[src/rtl/prf_seq_pkg.sv]
// Shared types, register map and reset defaults for the PRF burst scheduler.
// Optional feature macro used by the top: PRF_SEQ_MISS_CNT_EN (missed-trigger counter).
package prf_seq_pkg;

   typedef enum logic [2:0] {
      ST_IDLE   = 3'd0,
      ST_RF_DLY = 3'd1,
      ST_PH_ON  = 3'd2,
      ST_PH_OFF = 3'd3,
      ST_DONE   = 3'd4
   } state_e;

   localparam logic [1:0] TR_RISE   = 2'b01;
   localparam int         MAX_PHASE = 8;

   // Register map: 0 = rf_delay, 1+2k = width[k], 2+2k = period[k]
   localparam logic [3:0] ADDR_RF_DELAY = 4'd0;
   localparam logic [3:0] ADDR_WIDTH0   = 4'd1;
   localparam logic [3:0] ADDR_PERIOD0  = 4'd2;

   localparam logic [15:0] DEF_RF_DELAY = 16'd120;

   // Phases beyond the fourth repeat the four-entry default pattern.
   function automatic logic [15:0] def_width(input int k);
      case (k % 4)
         0:       return 16'd12;
         1:       return 16'd60;
         2:       return 16'd240;
         default: return 16'd600;
      endcase
   endfunction

   function automatic logic [15:0] def_period(input int k);
      case (k % 4)
         0:       return 16'd600;
         1:       return 16'd840;
         2:       return 16'd1560;
         default: return 16'd1200;
      endcase
   endfunction

   // Width and period addresses of phase k share the index (addr-1)>>1.
   function automatic logic [2:0] cfg_phase_idx(input logic [3:0] a);
      logic [3:0] m;
      m = a - 4'd1;
      return m[3:1];
   endfunction

endpackage

[src/rtl/prf_phase_timer.sv]
// Shared cycle counter for the RF delay and every phase; saturates so the
// >= compares can never be skipped by a wrap.
module prf_phase_timer
   import prf_seq_pkg::*;
#(
   parameter int CNT_W = 16
) (
   input  logic             clk,
   input  logic             rst,
   input  logic             clr_i,
   input  logic             load_i,
   input  logic [CNT_W-1:0] width_i,
   input  logic [CNT_W-1:0] period_i,
   output logic             width_hit_o,
   output logic             period_hit_o
);

   logic [CNT_W-1:0] cnt_q;
   logic [CNT_W-1:0] cnt_d;

   // A load marks the first cycle of a new interval, so it counts as 1.
   always_comb begin
      cnt_d = cnt_q;
      if (load_i) begin
         cnt_d = CNT_W'(1);
      end else if (clr_i) begin
         cnt_d = '0;
      end else if (cnt_q != '1) begin
         cnt_d = cnt_q + CNT_W'(1);
      end
   end

   always_ff @(posedge clk or posedge rst) begin
      if (rst) begin
         cnt_q <= '0;
      end else begin
         cnt_q <= cnt_d;
      end
   end

   assign width_hit_o  = (cnt_q >= width_i);
   assign period_hit_o = (cnt_q >= period_i);

endmodule

[src/rtl/prf_seq_ctrl.sv]
// Programmable PRF burst scheduler: RF delay then PHASE_NUM pulses from a shadowed table.
// Define PRF_SEQ_MISS_CNT_EN to add the saturating missed-trigger counter port miss_cnt.
module prf_seq_ctrl
   import prf_seq_pkg::*;
#(
   parameter int PHASE_NUM = 4,
   parameter int CNT_W     = 16
) (
   input  logic             clk,
   input  logic             rst,
   input  logic [1:0]       tr_edge,
   input  logic             arm,
   input  logic             cfg_we,
   input  logic [3:0]       cfg_addr,
   input  logic [CNT_W-1:0] cfg_wdata,
   output logic             prf,
   output logic [1:0]       prf_edge,
   output logic             busy,
   output logic             done,
   output logic [2:0]       phase_idx,
   output logic [2:0]       dbg_state
`ifdef PRF_SEQ_MISS_CNT_EN
   ,
   output logic [15:0]      miss_cnt
`endif
);

   localparam logic [CNT_W:0] ONE_X = (CNT_W+1)'(1);

   state_e           state_q, state_d;
   logic [2:0]       phase_q, phase_d;
   logic             prf_q, busy_q, done_q;
   logic [1:0]       edge_q;

   logic [CNT_W-1:0] act_rf_q, sh_rf_q;
   logic [CNT_W-1:0] act_w_q [MAX_PHASE];
   logic [CNT_W-1:0] act_p_q [MAX_PHASE];
   logic [CNT_W-1:0] sh_w_q  [MAX_PHASE];
   logic [CNT_W-1:0] sh_p_q  [MAX_PHASE];

   logic             accept;
   logic [2:0]       wr_idx;
   logic             wr_ok;
   logic [2:0]       nxt_idx;
   logic [CNT_W-1:0] cur_w, cur_p, eff_p, tmr_w;
   logic [CNT_W:0]   w_p1;
   logic             tmr_clr, tmr_load, width_hit, period_hit;

   assign accept  = (state_q == ST_IDLE) && (tr_edge == TR_RISE) && arm;
   assign wr_idx  = cfg_phase_idx(cfg_addr);
   assign wr_ok   = (cfg_addr != ADDR_RF_DELAY) && (32'(wr_idx) < PHASE_NUM);
   assign nxt_idx = phase_q + 3'd1;

   // Active table: writable at any time, reloads defaults on reset.
   always_ff @(posedge clk or posedge rst) begin
      if (rst) begin
         act_rf_q <= CNT_W'(DEF_RF_DELAY);
         for (int k = 0; k < MAX_PHASE; k++) begin
            act_w_q[k] <= CNT_W'(def_width(k));
            act_p_q[k] <= CNT_W'(def_period(k));
         end
      end else if (cfg_we) begin
         if (cfg_addr == ADDR_RF_DELAY) begin
            act_rf_q <= cfg_wdata;
         end else if (wr_ok) begin
            if (cfg_addr[0]) begin
               act_w_q[wr_idx] <= cfg_wdata;
            end else begin
               act_p_q[wr_idx] <= cfg_wdata;
            end
         end
      end
   end

   // Shadow copy samples the pre-write active values on the accepting edge.
   always_ff @(posedge clk or posedge rst) begin
      if (rst) begin
         sh_rf_q <= '0;
         for (int k = 0; k < MAX_PHASE; k++) begin
            sh_w_q[k] <= '0;
            sh_p_q[k] <= '0;
         end
      end else if (accept) begin
         sh_rf_q <= act_rf_q;
         sh_w_q  <= act_w_q;
         sh_p_q  <= act_p_q;
      end
   end

   // Effective period = max(period, width+1), clamped to the counter range.
   always_comb begin
      cur_w = sh_w_q[phase_q];
      cur_p = sh_p_q[phase_q];
      w_p1  = {1'b0, cur_w} + ONE_X;
      if ({1'b0, cur_p} >= w_p1) begin
         eff_p = cur_p;
      end else if (w_p1[CNT_W]) begin
         eff_p = '1;
      end else begin
         eff_p = w_p1[CNT_W-1:0];
      end
      tmr_w = (state_q == ST_RF_DLY) ? sh_rf_q : cur_w;
   end

   prf_phase_timer #(
      .CNT_W (CNT_W)
   ) u_timer (
      .clk          (clk),
      .rst          (rst),
      .clr_i        (tmr_clr),
      .load_i       (tmr_load),
      .width_i      (tmr_w),
      .period_i     (eff_p),
      .width_hit_o  (width_hit),
      .period_hit_o (period_hit)
   );

   always_comb begin
      state_d  = state_q;
      phase_d  = phase_q;
      tmr_clr  = 1'b0;
      tmr_load = 1'b0;
      case (state_q)
         ST_IDLE: begin
            tmr_clr = 1'b1;
            if (accept) begin
               tmr_load = 1'b1;
               // Zero RF delay goes straight to phase 0 so prf rises at E0+1.
               if (act_rf_q == '0) begin
                  phase_d = 3'd0;
                  state_d = (act_w_q[0] == '0) ? ST_PH_OFF : ST_PH_ON;
               end else begin
                  state_d = ST_RF_DLY;
               end
            end
         end
         ST_RF_DLY: begin
            if (width_hit) begin
               tmr_load = 1'b1;
               phase_d  = 3'd0;
               state_d  = (sh_w_q[0] == '0) ? ST_PH_OFF : ST_PH_ON;
            end
         end
         ST_PH_ON: begin
            if (width_hit) begin
               state_d = ST_PH_OFF;
            end
         end
         ST_PH_OFF: begin
            if (period_hit) begin
               if (phase_q == 3'(PHASE_NUM - 1)) begin
                  state_d = ST_DONE;
               end else begin
                  tmr_load = 1'b1;
                  phase_d  = nxt_idx;
                  state_d  = (sh_w_q[nxt_idx] == '0) ? ST_PH_OFF : ST_PH_ON;
               end
            end
         end
         ST_DONE: begin
            state_d = ST_IDLE;
         end
         default: begin
            state_d = ST_IDLE;
         end
      endcase
   end

   // Outputs are registered from the next state so they line up with state_q.
   always_ff @(posedge clk or posedge rst) begin
      if (rst) begin
         state_q <= ST_IDLE;
         phase_q <= 3'd0;
         prf_q   <= 1'b0;
         edge_q  <= 2'b11;
         busy_q  <= 1'b0;
         done_q  <= 1'b0;
      end else begin
         state_q <= state_d;
         phase_q <= phase_d;
         prf_q   <= (state_d == ST_PH_ON);
         edge_q  <= {edge_q[0], prf_q};
         busy_q  <= (state_d != ST_IDLE);
         done_q  <= (state_d == ST_DONE);
      end
   end

`ifdef PRF_SEQ_MISS_CNT_EN
   logic [15:0] miss_q;

   always_ff @(posedge clk or posedge rst) begin
      if (rst) begin
         miss_q <= 16'd0;
      end else if ((tr_edge == TR_RISE) && busy_q && (miss_q != 16'hFFFF)) begin
         miss_q <= miss_q + 16'd1;
      end
   end

   assign miss_cnt = miss_q;
`endif

   assign prf       = prf_q;
   assign prf_edge  = edge_q;
   assign busy      = busy_q;
   assign done      = done_q;
   assign phase_idx = phase_q;
   assign dbg_state = state_q;

endmodule

[config.mk]
export PLATFORM = sky130hd
export DESIGN_NAME = prf_seq_ctrl
export DESIGN_NICKNAME = d
export VERILOG_FILES = /design/src/rtl/prf_seq_pkg.sv /design/src/rtl/prf_phase_timer.sv /design/src/rtl/prf_seq_ctrl.sv
export SDC_FILE = /design/constraint.sdc
export NUM_CORES = 1
export LEC_CHECK = 0
export CORE_MARGIN = 5
export CORE_UTILIZATION = 54
export CTS_BUF_LIST = sky130_fd_sc_hd__clkbuf_16
export DETAILED_ROUTE_END_ITERATION = 10
export PLACE_DENSITY = 0.75
export SLEW_MARGIN = 25
export SYNTH_ARGS = -nofsm -noshare
export SYNTH_HDL_FRONTEND = slang
export SYNTH_SLANG_ARGS = --single-unit
[constraint.sdc]
create_clock -name clk -period 58.8 [get_ports clk]
set_input_delay 11.76 -clock clk [delete_from_list [all_inputs] [get_ports clk]]
set_output_delay 11.76 -clock clk [all_outputs]
set_load 0.005 [all_outputs]
### Yosys cells after proc, flatten, opt, wreduce, memory -nomap -nowiden

Cells that the tools add are included.

| operators by class | value |
|---|---|
| magnitude comparators | 8 |
| add/sub/neg operators | 4 |
| muxes and demuxes | 41 |
| bitwise gates (word level) | 5 |
| reductions and logical operators | 18 |
| equality and inequality tests | 13 |

Operator list:

| cell | number |
|---|---|
| 128-bit bitwise mux | 2 |
| 16-bit two-way mux | 13 |
| 16-bit binary-select mux with 3-bit select | 3 |
| 16-bit logical NOT | 4 |
| 16-bit demux with 3-bit select | 1 |
| 16-bit greater-or-equal comparator | 2 |
| 3-bit two-way mux | 10 |
| 16-bit by 1-bit adder with 17-bit output (second input constant) | 1 |
| 16-bit by 17-bit greater-or-equal comparator with 1-bit output | 1 |
| 16-bit by 1-bit adder with 16-bit output (second input constant) | 1 |
| 16-bit inequality test (second input constant) | 1 |
| 3-bit by 2-bit == test with 1-bit output (second input constant) | 4 |
| 4-bit greater-or-equal comparator (second input constant) | 3 |
| 3-bit inverter with 4-bit output | 3 |
| 3-bit case mux with 4 select lines | 1 |
| 3-bit case mux with 3 select lines | 1 |
| 3-bit nonzero test | 3 |
| 1-bit two-way mux | 8 |
| 4-bit AND reduction | 2 |
| 2-bit inequality test (second input constant) | 3 |
| 6-bit AND reduction | 1 |
| 1-bit logical AND | 4 |
| 4-bit logical NOT | 1 |
| 4-bit by 1-bit less-than comparator with 1-bit output (second input constant) | 1 |
| other kinds (13) | 15 |

| storage, ports and cells | value |
|---|---|
| register bits | 571 |
| output and inout port bits | 11 |
| logic and storage cells | 130 |
| input bits | 26 |

### Depth between registers and ports, before layout

| logic depth | value |
|---|---|
| word-level depth | 11 |
| mapped depth | 29 |
| gate-level depth less buffers | 24 |

### By module

From an unflattened synthesis, not the netlist that was laid out.

| second synthesis, totals | value |
|---|---|
| cells, all modules | 2,376 |
| area total of the unflattened synthesis | 24,971.4 µm² |

By module, submodules not included:

| module | instances | sequential area each (µm²) | cells each | area each (µm²) |
|---|---|---|---|---|
| prf_seq_ctrl | 1 | 13,970.9 | 2,174 | 23,319.9 |
| prf_phase_timer | 1 | 400.4 | 202 | 1,651.6 |

### Worst setup path after synthesis

Ideal clock, no wire load.

| path | value |
|---|---|
| path type | input port to flip-flop |
| from | in cfg_addr[0] |
| to | reg act_rf_q[0] |
| path buffers | 1 |
| setup slack | 45,061 ps |
| data arrival time | 13,614 ps |
| setup time | 125 ps |
| required time | 58,675 ps |
| stages on the path | 6 |
| cell sequence | inv_1 -> ha_1 -> inv_1 -> nor4b_1 -> clkbuf_1 -> mux2_2 |

| between the ends | value |
|---|---|
| word-level cells in the longest chain between the ends | 2 |

RTL lines:

| what | line | RTL |
|---|---|---|
| from (decl) | prf_seq_ctrl.sv:14 | `input logic [3:0] cfg_addr,` |
| 4-bit logical NOT | prf_seq_ctrl.sv:63 | `if (cfg_addr == ADDR_RF_DELAY) begin` |
| 2-bit AND reduction (no line) | n/a |  |
| to (signal assigned) | prf_seq_ctrl.sv:57 | `act_rf_q <= CNT_W'(DEF_RF_DELAY);` |
| to (signal assigned) | prf_seq_ctrl.sv:64 | `act_rf_q <= cfg_wdata;` |
| to (decl) | prf_seq_ctrl.sv:35 | `logic [CNT_W-1:0] act_rf_q, sh_rf_q;` |

No other way between the ends.
A chain may end at the register's enable or synchronous reset.

==> metrics.md <==
| Metric | Value |
|---|---|
| Ant. Diodes | 0 |
| Worst Tran Pin Value | 0.977 ns |
| Pwr/cell area | 50.7 nW/um^2 |
| Critical path class | primary input to asynchronous set/reset pin |
| Layout Skew | 0.0228 ns |
| Share of the synthesized area in the top cell type | 50.9% |
| Syn Nets | 1,847 |
| Setup TNS | 0 ns |
| Synth area leader | dfrtp_1 |
| Yosys reg bits | 571 |
| Final WL | 53.2 mm |
| Initial DRT Pass Iterations | 5 |
| Max clock buf depth | 3 |
| Ys async rst share | 100% |
| Syn Inst Count | 1,768 |
| Initial antenna violation count | 1 |
| # IOs | 37 |
| Post-CTS Setup Bufs | 0 |
| Worst Path Required | 59.47 ns |
| Starting Density | 54.6% |
| Most frequent cells in the layout | dfrtp_1, mux2_2, nand2_1 |
| Post-Synth Adder-Cell Area | 2.67% |
| First-pass GRT wire length | 85.2 mm |
| Die H | 224 microns |
| CTS sink cnt | 571 |
| Final hold vios | 0 |
| Synth Area in Simple Gates | 5.66% |
| Core area | 45,500 sq um |
| Post-cts resize count | 0 |
| DR iter-0 viols | 1,290 |
| RD Place Congestion | 0.862 |
| Mux contribution to synthesized area | 26.1% |
| Area of the multi-input gates | 9590 sq um |
| Skew-Pair Late Insertion Delay | 0.62 ns |
| Commonest non-fill, non-tap cell in the layout | dfrtp_1 |
| Die Wd | 224 microns |
| Clock root cell | clkbuf_16 |
| Maxcap violations | 0 |
| Top FF cell, synth | dfrtp_1 |
| Largest cells by area after synthesis | dfrtp_1, mux2_2, dfstp_2 |
| Largest family of logic cells by synthesized area | multiplexers |
| Sequential cell area | 14,400 sq um |
| Final setup viols | 0 |
| Post-Syn Area | 24,800 sq um |
| Achievable Freq | 0.0663 GHz |
| Share of cells above drive strength 1 | 38.8% |
| CTS tree | yes |
| DR DRC count | 0 |
| Pre-CTS WS | 41.99 ns |
| TritonCTS Buffers | 57 |
| Critical Path End Type | asynchronous set/reset pin |
| Worst-path clk slew | 0.06 ns |
| Relative slew slack | 34.7% |
| Synthesis-to-layout area growth | 9.59% |
| Number of global-route vias before repair | 14,545 |
| Hold Buf Count CTS | 0 |
| Die ar. | 50,400 sq um |
| Fillers | 3,475 |
| Final nets | 1,757 |
| Vias per inst | 5.93 |
| Antenna-violating nets left | 0 |
| Crit path max fanout | 121 |
| XOR/XNOR Fraction of Synth Area | 0.776% |
| Synth warn | 0 |
| Register area share after synthesis | 57.9% |
| Rows | 78 |
| Syn avg cell area | 14.0 sq um |
| Compound-Gate Fraction of Synth Area | 3.22% |
| Unique masters post-synth | 76 |
| Critical Path Source Type | primary input |
| Slew Viols, Final | 0 |
| Drt wl/cell | 22.9 microns |
| Pin count of the biggest net entering global routing | 150 |
| H-tree lvl count | 2 |
| RSZ-0062 raised after global routing | false |
| Crit share post-route | 25.7% |
| Via count | 13,793 |
| Worst EP arrival | 15.76 ns |
| EDFF count, synth | 0 |
| Grt total ovfl | 0 |
| Worst vdd ir | 0.0329 mV |
| Port bufs | 36 |
| Post-DP HPWL | 35.7 mm |
| GR Util All Layers | 21.5% |
| Status | complete, no violations |
| Final setup margin | 43.71 ns |
| Util after Layout | 59.8% |
| Post-layout min period | 15.09 ns |
| Worst hold path type | flop to flop |
| Static leakage | 0.0127 uW |
-- registers in the layout, summed over array words and instances (netlist names) --
name / count
sh_rf_q: 16
prf: 1
u_timer.cnt_q: 16
sh_w_q: 128
act_w_q: 128
act_p_q: 128
sh_p_q: 128
act_rf_q: 16
dbg_state: 3
busy: 1
done: 1
prf_edge: 2
phase_idx: 3
-- synthesized netlist by cell type (3+ instances only) --
master	n
nor2b_1	4
mux4_2	53
buf_2	9
or4_1	7
mux2_2	417
nand2_1	83
a311oi_1	9
or4b_2	3
xnor2_1	12
buf_4	3
or2_2	5
nand3_1	11
xor2_1	10
mux4_1	10
clkbuf_1	182
nand2b_1	4
nor3_1	17
a21oi_1	35
buf_6	5
nor4_1	34
ha_1	53
nor2_1	55
nand4_1	15
a211o_1	3
a211oi_1	5
o211ai_1	3
mux2i_1	27
dfrtp_1	505
inv_1	18
o21ai_0	24
and3_1	7
a21o_1	10
nor3b_1	6
dfstp_2	66
o21a_1	4
-- report_power, final --
group	leakage (uW)	internal (uW)	total, uW	switching, uW
clock network	0.000990	213	368	155
registers	0.00736	478	542	64.6
logic	0.00432	219	470	251
total	0.0127	909	1380	471
-- cells by family after synthesis --
group           after synthesis
flops                       571
mux                         511
simple gates                270
buf+inv                     222
compound gates              119
fa+ha+maj                    53
xor+xnor                     22
-- final timing paths --
path / startpoint / endpoint / slack, ns / depth (start not counted)
min in group asynchronous: rst / act_p_q[3] / 11.70 / 2
max in group clk: tr_edge[1] / busy / 44.50 / 7
worst min-delay path: act_w_q[9] / act_w_q[9] / 0.36 / 0
worst max register to register: phase_idx[1] / phase_idx[2] / 51.08 / 22
worst max-delay path: rst / act_w_q[69] / 43.71 / 6
worst min register to register: act_w_q[9] / act_w_q[9] / 0.36 / 0
-- metrics by stage --
| step | cells | area [sq um] | hold slack (ns) | power [uW] |
|---|---|---|---|---|
| after detailed placement | 2219 | 25300 | 0.357 | 1010 |
| after global routing | 2326 | 27200 | 0.368 | 1460 |
| final | 2326 | 27200 | 0.364 | 1380 |
| after floorplan | 1768 | 24800 | 0.362 | 873 |
| after global placement | 2219 | 25300 | 0.356 | 987 |
| after CTS | 2326 | 27200 | 0.366 | 1380 |
-- metal layers --
metal / vias up / GRT usage [%] / routed length (microns)
met5: - / 0 / 0
met4: 0 / 5.72 / 1180
met3: 79 / 3.22 / 2460
met2: 322 / 33.4 / 25000
met1: 7270 / 32.3 / 24600
li1: 6122 / - / -
-- worst max-delay path: stages --
cell             delay (ns)
clkdlybuf4s50_1        0.49
inv_8                  0.55
buf_6                  0.64
buf_4                  0.79
buf_6                  0.66
buf_6                  0.64
-- layout make-up --
class,instances,area share (%)
flip-flops and latches,571,52.8
multi-input cells,975,35.2
clock buffers,57,5.24
well taps,600,2.76
repair buffers,53,1.89
clock inverters,50,1.74
inverters,20,0.303
Power figures use the tool's default switching activity.
